File: src/rtl/joybus_pkg.sv
// Shared types, command constants and quarter-bit encoding for the Joybus command path.
package joybus_pkg;

  typedef enum logic [1:0] {
    ST_IDLE,
    ST_SEND,
    ST_STOP,
    ST_WAIT
  } state_t;

  localparam logic [7:0]  CMD_STATUS      = 8'h00;
  localparam logic [23:0] CMD_POLL        = 24'h400302;
  localparam logic [7:0]  WB_ID_WIRED     = 8'h09;
  localparam logic [7:0]  WB_ID_NOT_READY = 8'hA8;

  // 1 = line pulled low during quarter q of a data bit: '0' is 3 low + 1 high, '1' is 1 low + 3 high.
  function automatic logic bit_low(input logic b, input logic [1:0] q);
    return b ? (q == 2'd0) : (q != 2'd3);
  endfunction

endpackage

File: src/rtl/joybus_quarter_tick.sv
// Quarter-bit timebase: o_tick on the last cycle of each quarter, o_pre_tick one cycle earlier.
module joybus_quarter_tick #(
  parameter int Q_CYCLES = 100
) (
  input  logic clk,
  input  logic rst_n,
  input  logic i_restart,
  output logic o_tick,
  output logic o_pre_tick
);

  localparam int CNT_W = $clog2(Q_CYCLES);

  logic [CNT_W-1:0] r_cnt;

  always_ff @(posedge clk or negedge rst_n) begin
    if (!rst_n) begin
      r_cnt <= '0;
    end else if (i_restart || (r_cnt == CNT_W'(Q_CYCLES - 1))) begin
      r_cnt <= '0;
    end else begin
      r_cnt <= r_cnt + 1'b1;
    end
  end

  assign o_tick     = (r_cnt == CNT_W'(Q_CYCLES - 1));
  assign o_pre_tick = (r_cnt == CNT_W'(Q_CYCLES - 2));

endmodule

File: src/rtl/joybus_cmd_tx.sv
// Joybus command transmitter: serialises 1..MAX_BYTES bytes plus stop bit, then waits for reply or timeout.
// state | meaning
// IDLE  | ready for a command      SEND | data bits on the line
// STOP  | 2-quarter stop bit       WAIT | watching for reply start edge
module joybus_cmd_tx
  import joybus_pkg::*;
#(
  parameter int Q_CYCLES  = 100,
  parameter int MAX_BYTES = 3,
  parameter int RESP_TO_Q = 400,
  parameter int LEN_W     = $clog2(MAX_BYTES + 1)
) (
  input  logic                   clk,
  input  logic                   rst_n,
  input  logic [8*MAX_BYTES-1:0] i_cmd_data,
  input  logic [LEN_W-1:0]       i_cmd_len,
  input  logic                   i_cmd_valid,
  output logic                   o_cmd_ready,
  input  logic                   i_abort,
  input  logic                   i_line_in,
  output logic                   o_data_oe,
  output logic                   o_send,
  output logic                   o_done,
  output logic                   o_resp_start,
  output logic                   o_resp_timeout
);

  localparam int TOTAL_BITS = 8 * MAX_BYTES;
  localparam int BIT_W      = $clog2(TOTAL_BITS);
  localparam int WAIT_W     = $clog2(RESP_TO_Q + 1);

  state_t                r_state;
  logic [TOTAL_BITS-1:0] r_data;
  logic [BIT_W-1:0]      r_bit;
  logic [BIT_W-1:0]      r_last;
  logic [1:0]            r_q;
  logic [WAIT_W-1:0]     r_wcnt;
  logic                  r_sync1, r_sync2, r_line_prev;
  logic                  r_cmd_ready, r_data_oe, r_send, r_done, r_resp_start, r_resp_timeout;

  logic [LEN_W-1:0] w_len;
  logic [BIT_W-1:0] w_last;
  logic             w_accept, w_cur_bit, w_fall, w_tick, w_pre_tick;

  assign w_len      = (i_cmd_len > LEN_W'(MAX_BYTES)) ? LEN_W'(MAX_BYTES) : i_cmd_len;
  assign w_last     = BIT_W'((int'(w_len) * 8) - 1);
  assign w_accept   = (r_state == ST_IDLE) && r_cmd_ready && i_cmd_valid && !i_abort;
  assign w_cur_bit  = r_data[BIT_W'(TOTAL_BITS - 1) - r_bit];
  assign w_fall     = r_line_prev && !r_sync2;

  joybus_quarter_tick #(.Q_CYCLES(Q_CYCLES)) u_tick (
    .clk        (clk),
    .rst_n      (rst_n),
    .i_restart  (w_accept || i_abort),
    .o_tick     (w_tick),
    .o_pre_tick (w_pre_tick)
  );

  // Idle-high line: synchroniser resets to 1 so reset release is not seen as a reply edge.
  always_ff @(posedge clk or negedge rst_n) begin
    if (!rst_n) begin
      r_sync1     <= 1'b1;
      r_sync2     <= 1'b1;
      r_line_prev <= 1'b1;
    end else begin
      r_sync1     <= i_line_in;
      r_sync2     <= r_sync1;
      r_line_prev <= r_sync2;
    end
  end

  always_ff @(posedge clk or negedge rst_n) begin
    if (!rst_n) begin
      r_state        <= ST_IDLE;
      r_data         <= '0;
      r_bit          <= '0;
      r_last         <= '0;
      r_q            <= '0;
      r_wcnt         <= '0;
      r_cmd_ready    <= 1'b0;
      r_data_oe      <= 1'b0;
      r_send         <= 1'b0;
      r_done         <= 1'b0;
      r_resp_start   <= 1'b0;
      r_resp_timeout <= 1'b0;
    end else begin
      r_done         <= 1'b0;
      r_resp_start   <= 1'b0;
      r_resp_timeout <= 1'b0;
      if (i_abort) begin
        r_state     <= ST_IDLE;
        r_cmd_ready <= 1'b0;
        r_data_oe   <= 1'b0;
        r_send      <= 1'b0;
      end else begin
        case (r_state)
          ST_IDLE: begin
            r_cmd_ready <= 1'b1;
            if (w_accept) begin
              r_cmd_ready <= 1'b0;
              r_data      <= i_cmd_data;
              r_last      <= w_last;
              r_bit       <= '0;
              r_q         <= '0;
              r_wcnt      <= '0;
              r_data_oe   <= 1'b1;
              r_send      <= 1'b1;
              r_state     <= (w_len == '0) ? ST_STOP : ST_SEND;
            end
          end
          ST_SEND: begin
            if (w_tick) begin
              if (r_q == 2'd3) begin
                r_q       <= '0;
                r_data_oe <= 1'b1;
                if (r_bit == r_last) r_state <= ST_STOP;
                else r_bit <= r_bit + 1'b1;
              end else begin
                r_q       <= r_q + 2'd1;
                r_data_oe <= bit_low(w_cur_bit, r_q + 2'd1);
              end
            end
          end
          ST_STOP: begin
            // done must land on the final cycle of the frame, one cycle before the quarter tick.
            if (w_pre_tick && (r_q == 2'd1)) r_done <= 1'b1;
            if (w_tick) begin
              if (r_q == 2'd0) begin
                r_q       <= 2'd1;
                r_data_oe <= 1'b0;
              end else begin
                r_state <= ST_WAIT;
                r_send  <= 1'b0;
                r_wcnt  <= '0;
              end
            end
          end
          ST_WAIT: begin
            if (w_fall) begin
              r_state      <= ST_IDLE;
              r_resp_start <= 1'b1;
            end else if (w_tick) begin
              if (r_wcnt == WAIT_W'(RESP_TO_Q - 1)) begin
                r_state        <= ST_IDLE;
                r_resp_timeout <= 1'b1;
              end else begin
                r_wcnt <= r_wcnt + 1'b1;
              end
            end
          end
          default: r_state <= ST_IDLE;
        endcase
      end
    end
  end

  assign o_cmd_ready    = r_cmd_ready;
  assign o_data_oe      = r_data_oe;
  assign o_send         = r_send;
  assign o_done         = r_done;
  assign o_resp_start   = r_resp_start;
  assign o_resp_timeout = r_resp_timeout;

endmodule
File: config.mk
export PLATFORM = sky130hd
export DESIGN_NAME = joybus_cmd_tx
export DESIGN_NICKNAME = d
export VERILOG_FILES = /design/src/rtl/joybus_pkg.sv /design/src/rtl/joybus_quarter_tick.sv /design/src/rtl/joybus_cmd_tx.sv
export SDC_FILE = /design/constraint.sdc
export NUM_CORES = 1
export LEC_CHECK = 0
export CAP_MARGIN = 5
export CORE_MARGIN = 2
export CORE_UTILIZATION = 53
export DETAILED_ROUTE_END_ITERATION = 10
export PLACE_DENSITY = 0.76
export SLEW_MARGIN = 20
export SYNTH_ARGS = -nofsm -noshare
export SYNTH_HDL_FRONTEND = slang
export SYNTH_HIERARCHICAL = 1
export SYNTH_SLANG_ARGS = --single-unit
File: constraint.sdc
create_clock -name clk -period 3.01 [get_ports clk]
set_clock_uncertainty 0.05 [all_clocks]
set_input_delay 0.7525 -clock clk [delete_from_list [all_inputs] [get_ports clk]]
set_output_delay 0.7525 -clock clk [all_outputs]
set_load 0.02 [all_outputs]
==> results.md <==
* Number of global-route vias before repair at between 2000 and 2500
* Die Span Y at around 80 um
* Diode insertion count for antenna repair at 0
* Met3 wire len at ~260 um
* Time the final worst path needs with I/O delays and setup at 2450 ps
* Remaining antenna violation count after routing at 0
* Count of state elements after synthesis at 61
* Total of max-cap violations at 0
* Final Core Density at about two thirds
* First-pass GRT wire length at just over 10 mm
* Max-Slew Margin vs Limit at between 50 and 60%
* Most used flip-flop cell after synthesis: dfrtp_1
* Critical path peak fanout at 11
* Post-cts hold buffer count at 0
* Clock latency on the worst-skew pair at about 340 ps
* Overall via count from detail_route at 2319
* HPWL reported at the end of detailed placement at 4.32 mm
* Worst r2r dst: r_wcnt[5]
* First-pass detailed-route iteration total at 4
* Largest net degree at the start of global routing at 32
* Count of standard-cell rows at 27
* Timing-limited maximum frequency at 0.408 GHz
* Async set or reset register ratio after synthesis at between 90% and 100%
* DIE AREA at about 6500 um^2
* Category of the worst setup path launch point: input port
* Layout net count at 375
* Count of input and output buffers at 36
* Worst Hold Class: register to register
* Pleak at 0.00155 uW
* Crit. End Element: register
* Number of different library cells in the post-synthesis netlist at 43
* Routed wirelength normalized by instance count at about 15 um
* Data required time of the worst path at approximately 3200 ps
* Worst reg2reg setup slack at 630 ps
* Area Growth Syn to Fin at 20.2%
* Worst R2R Start: r_state[0]
* Syn nets at ~330
* Post-cts resize count at 0
* Met2 wire length at approximately 3 mm
* TritonCTS buffer count at 9
* Core region area at about 5600 um^2
* Aggregate routed wire length at around 6 mm
* Synthesized area per cell at around 11 um^2
* Worst Reg2Reg Path Length in Cells at 7
* Register clock-pin slew on the reported worst setup and hold paths at ~60 ps
* Total Power Consumption at roughly 2400 uW
* Routability congestion estimate at around 0.87
* Setup violation total in the final timing report at 0
* Violation count after the first detailed-route iteration at between 100 and 150
* Area occupied by multi-input gates at approximately 1500 um^2
* Outcome: finished, final reports clean
* Summed negative setup slack over all endpoints at 0 ps
* Highest Signal Layer: met4
* Number of cells on the worst hold path at 0
* Number of buffers between clock root and the deepest sink at 2
* Crit Path Category: input port to register
* Number of flops mapped to enable cells by yosys at 0
* Sequential fraction of the synthesis area at around half
* Number of antenna violations at the first check in global routing at 0
* Transition time at the pin with the least slew margin at 715 ps
* Syn. warnings at 6
* Final Slew Violations at 0
* Worst min-delay path endpoint: r_sync2
* P per Cell Area at ~660 nW/um^2
* M1 WL at between 2 and 3 mm
* Part of the cycle the worst path needs at 81.5%
* GR Overflow Total at 0
* GRT Total Usage at a little over a fifth
* Level count of the clock H-tree at 3
* Routed via count divided by cell count at between 5 and 6
* Horiz. Die Dim at 80.5 um
* Area taken by flip-flops and latches at between 1500 and 2000 um^2
* Share of post-route cells with drive strength above 1 at 14.3%
* DR DRC count at 0
* CTS sink count at 61
* Fill cell count at between 400 and 500
* Buffer type at the clock tree root: clkbuf_8
* Number of primary I/O pins at 37
* Post-Synthesis Cells at ~290
* Initial Util at between 50% and 60%
* Worst ir drop on vdd at 0.513 mV
* Netlist Area Pre-Place at 3100 um^2
* Number of setup buffers added after CTS at 0
* Critical path data arrival time at approximately 2700 ps
* Clock tree from TritonCTS: yes
* Unrepaired setup endpoints after global routing: false
* Count of final hold-check violations at 0
* Hold Startpoint: r_sync1
[synthesized netlist by cell type (2+ instances only)]
library cell | count | area, um^2
a22oi_1 | 2 | 15.0
and3_1 | 3 | 18.8
buf_2 | 4 | 20.0
and4b_1 | 2 | 20.0
or4_1 | 2 | 15.0
xnor2_1 | 3 | 26.3
dfstp_2 | 3 | 78.8
a211oi_1 | 2 | 15.0
o21ai_0 | 15 | 75.1
mux2_2 | 25 | 282
nand2b_1 | 6 | 37.5
a21oi_1 | 12 | 60.1
o31ai_1 | 2 | 15.0
a221o_1 | 3 | 30.0
nor2b_1 | 5 | 31.3
nand4_1 | 5 | 31.3
a2111oi_0 | 2 | 17.5
nor2_1 | 18 | 67.6
a21boi_0 | 3 | 22.5
nor3_1 | 7 | 35.0
nand3_1 | 10 | 50.1
dfrtp_1 | 58 | 1450
inv_1 | 11 | 41.3
ha_1 | 13 | 163
xor2_1 | 2 | 17.5
and2_1 | 2 | 12.5
and4_1 | 3 | 26.3
clkbuf_1 | 5 | 18.8
nand2_1 | 22 | 82.6
or3_1 | 8 | 50.1
mux2i_1 | 17 | 170
nor3b_1 | 2 | 15.0
[report_power, final]
group	internal, uW	switching [uW]
registers	1030	120
clock network	344	294
logic	341	313
[how the worst max path moves through the flow]
stage | slack [ps] | startpoint | endpoint | cells after the start
after floorplan | 920 | i_cmd_valid | r_data[0] | 5
after global placement | 290 | i_cmd_valid | r_wcnt[7] | 6
after detailed placement | 240 | i_cmd_valid | r_wcnt[7] | 6
after CTS | 590 | i_cmd_valid | r_wcnt[5] | 6
after global routing | 400 | i_cmd_valid | r_wcnt[5] | 6
final | 560 | i_cmd_valid | r_wcnt[5] | 6
[cells in the final DEF, fill, tap and decap left out, types with 6 or more instances in the layout]
| cell type | n |
|---|---|
| dfrtp_1 | 58 |
| clkdlybuf4s50_1 | 35 |
| mux2_2 | 25 |
| nand2_1 | 22 |
| nor2_1 | 18 |
| mux2i_1 | 17 |
| o21ai_0 | 15 |
| ha_1 | 13 |
| a21oi_1 | 12 |
| inv_1 | 11 |
| clkbuf_8 | 11 |
| nand3_1 | 10 |
| or3_1 | 8 |
| nor3_1 | 7 |
| nand2b_1 | 6 |
[cells by family (layout without fill, tap and decap cells)]
group,count (synthesis),after routing,share of synthesized area [%]
adders and majority gates,13,13,5.24
DFF,61,61,49.3
muxes,42,42,14.6
AOI/OAI and AO/OA,51,51,10.8
and+or+nand+nor,96,96,16.1
buffers and inverters,20,68,2.58
xor gates and xnor gates,5,5,1.41
[flip-flops by register name, summed over array words and instances (netlist names)]
name / cells
o_cmd_ready: 1
o_data_oe: 1
o_done: 1
o_resp_start: 1
o_resp_timeout: 1
o_send: 1
r_bit: 5
r_data: 24
r_last: 3
r_line_prev: 1
r_q: 2
r_state: 2
r_sync1: 1
r_sync2: 1
r_wcnt: 9
u_tick/r_cnt: 7
[stage by stage]
step	worst slack, ps	cell area (um^2)	std cells	hold WS (ps)
3_5_place_dp	240	3560	392	298
4_1_cts	592	3730	408	305
2_1_floorplan	921	3100	288	295
5_1_grt	395	3730	408	307
6_report	558	3730	408	304
3_3_place_gp	288	3560	392	296
[critical path, cell delays in order]
cell	delay [ps]
clkdlybuf4s50_1	510
a21boi_0	190
nor2_1	200
o2111ai_2	280
or4_1	580
a21oi_1	150
[metal layers]
layer	track usage, %	up-vias
li1	-	1127
met1	26.3	1141
met2	33.9	43
met3	7.98	8
met4	7.46	0
met5	0	-
[cell type report]
type,count,area share [%]
clock inverter,1,0.134
clock buffer,15,4.46
timing repair buffer,41,10.9
sequential,61,41.0
multi-input combinational,207,40.0
tap,72,2.41
inverter,11,1.11
Note: power is estimated with default switching activity, not from simulation.
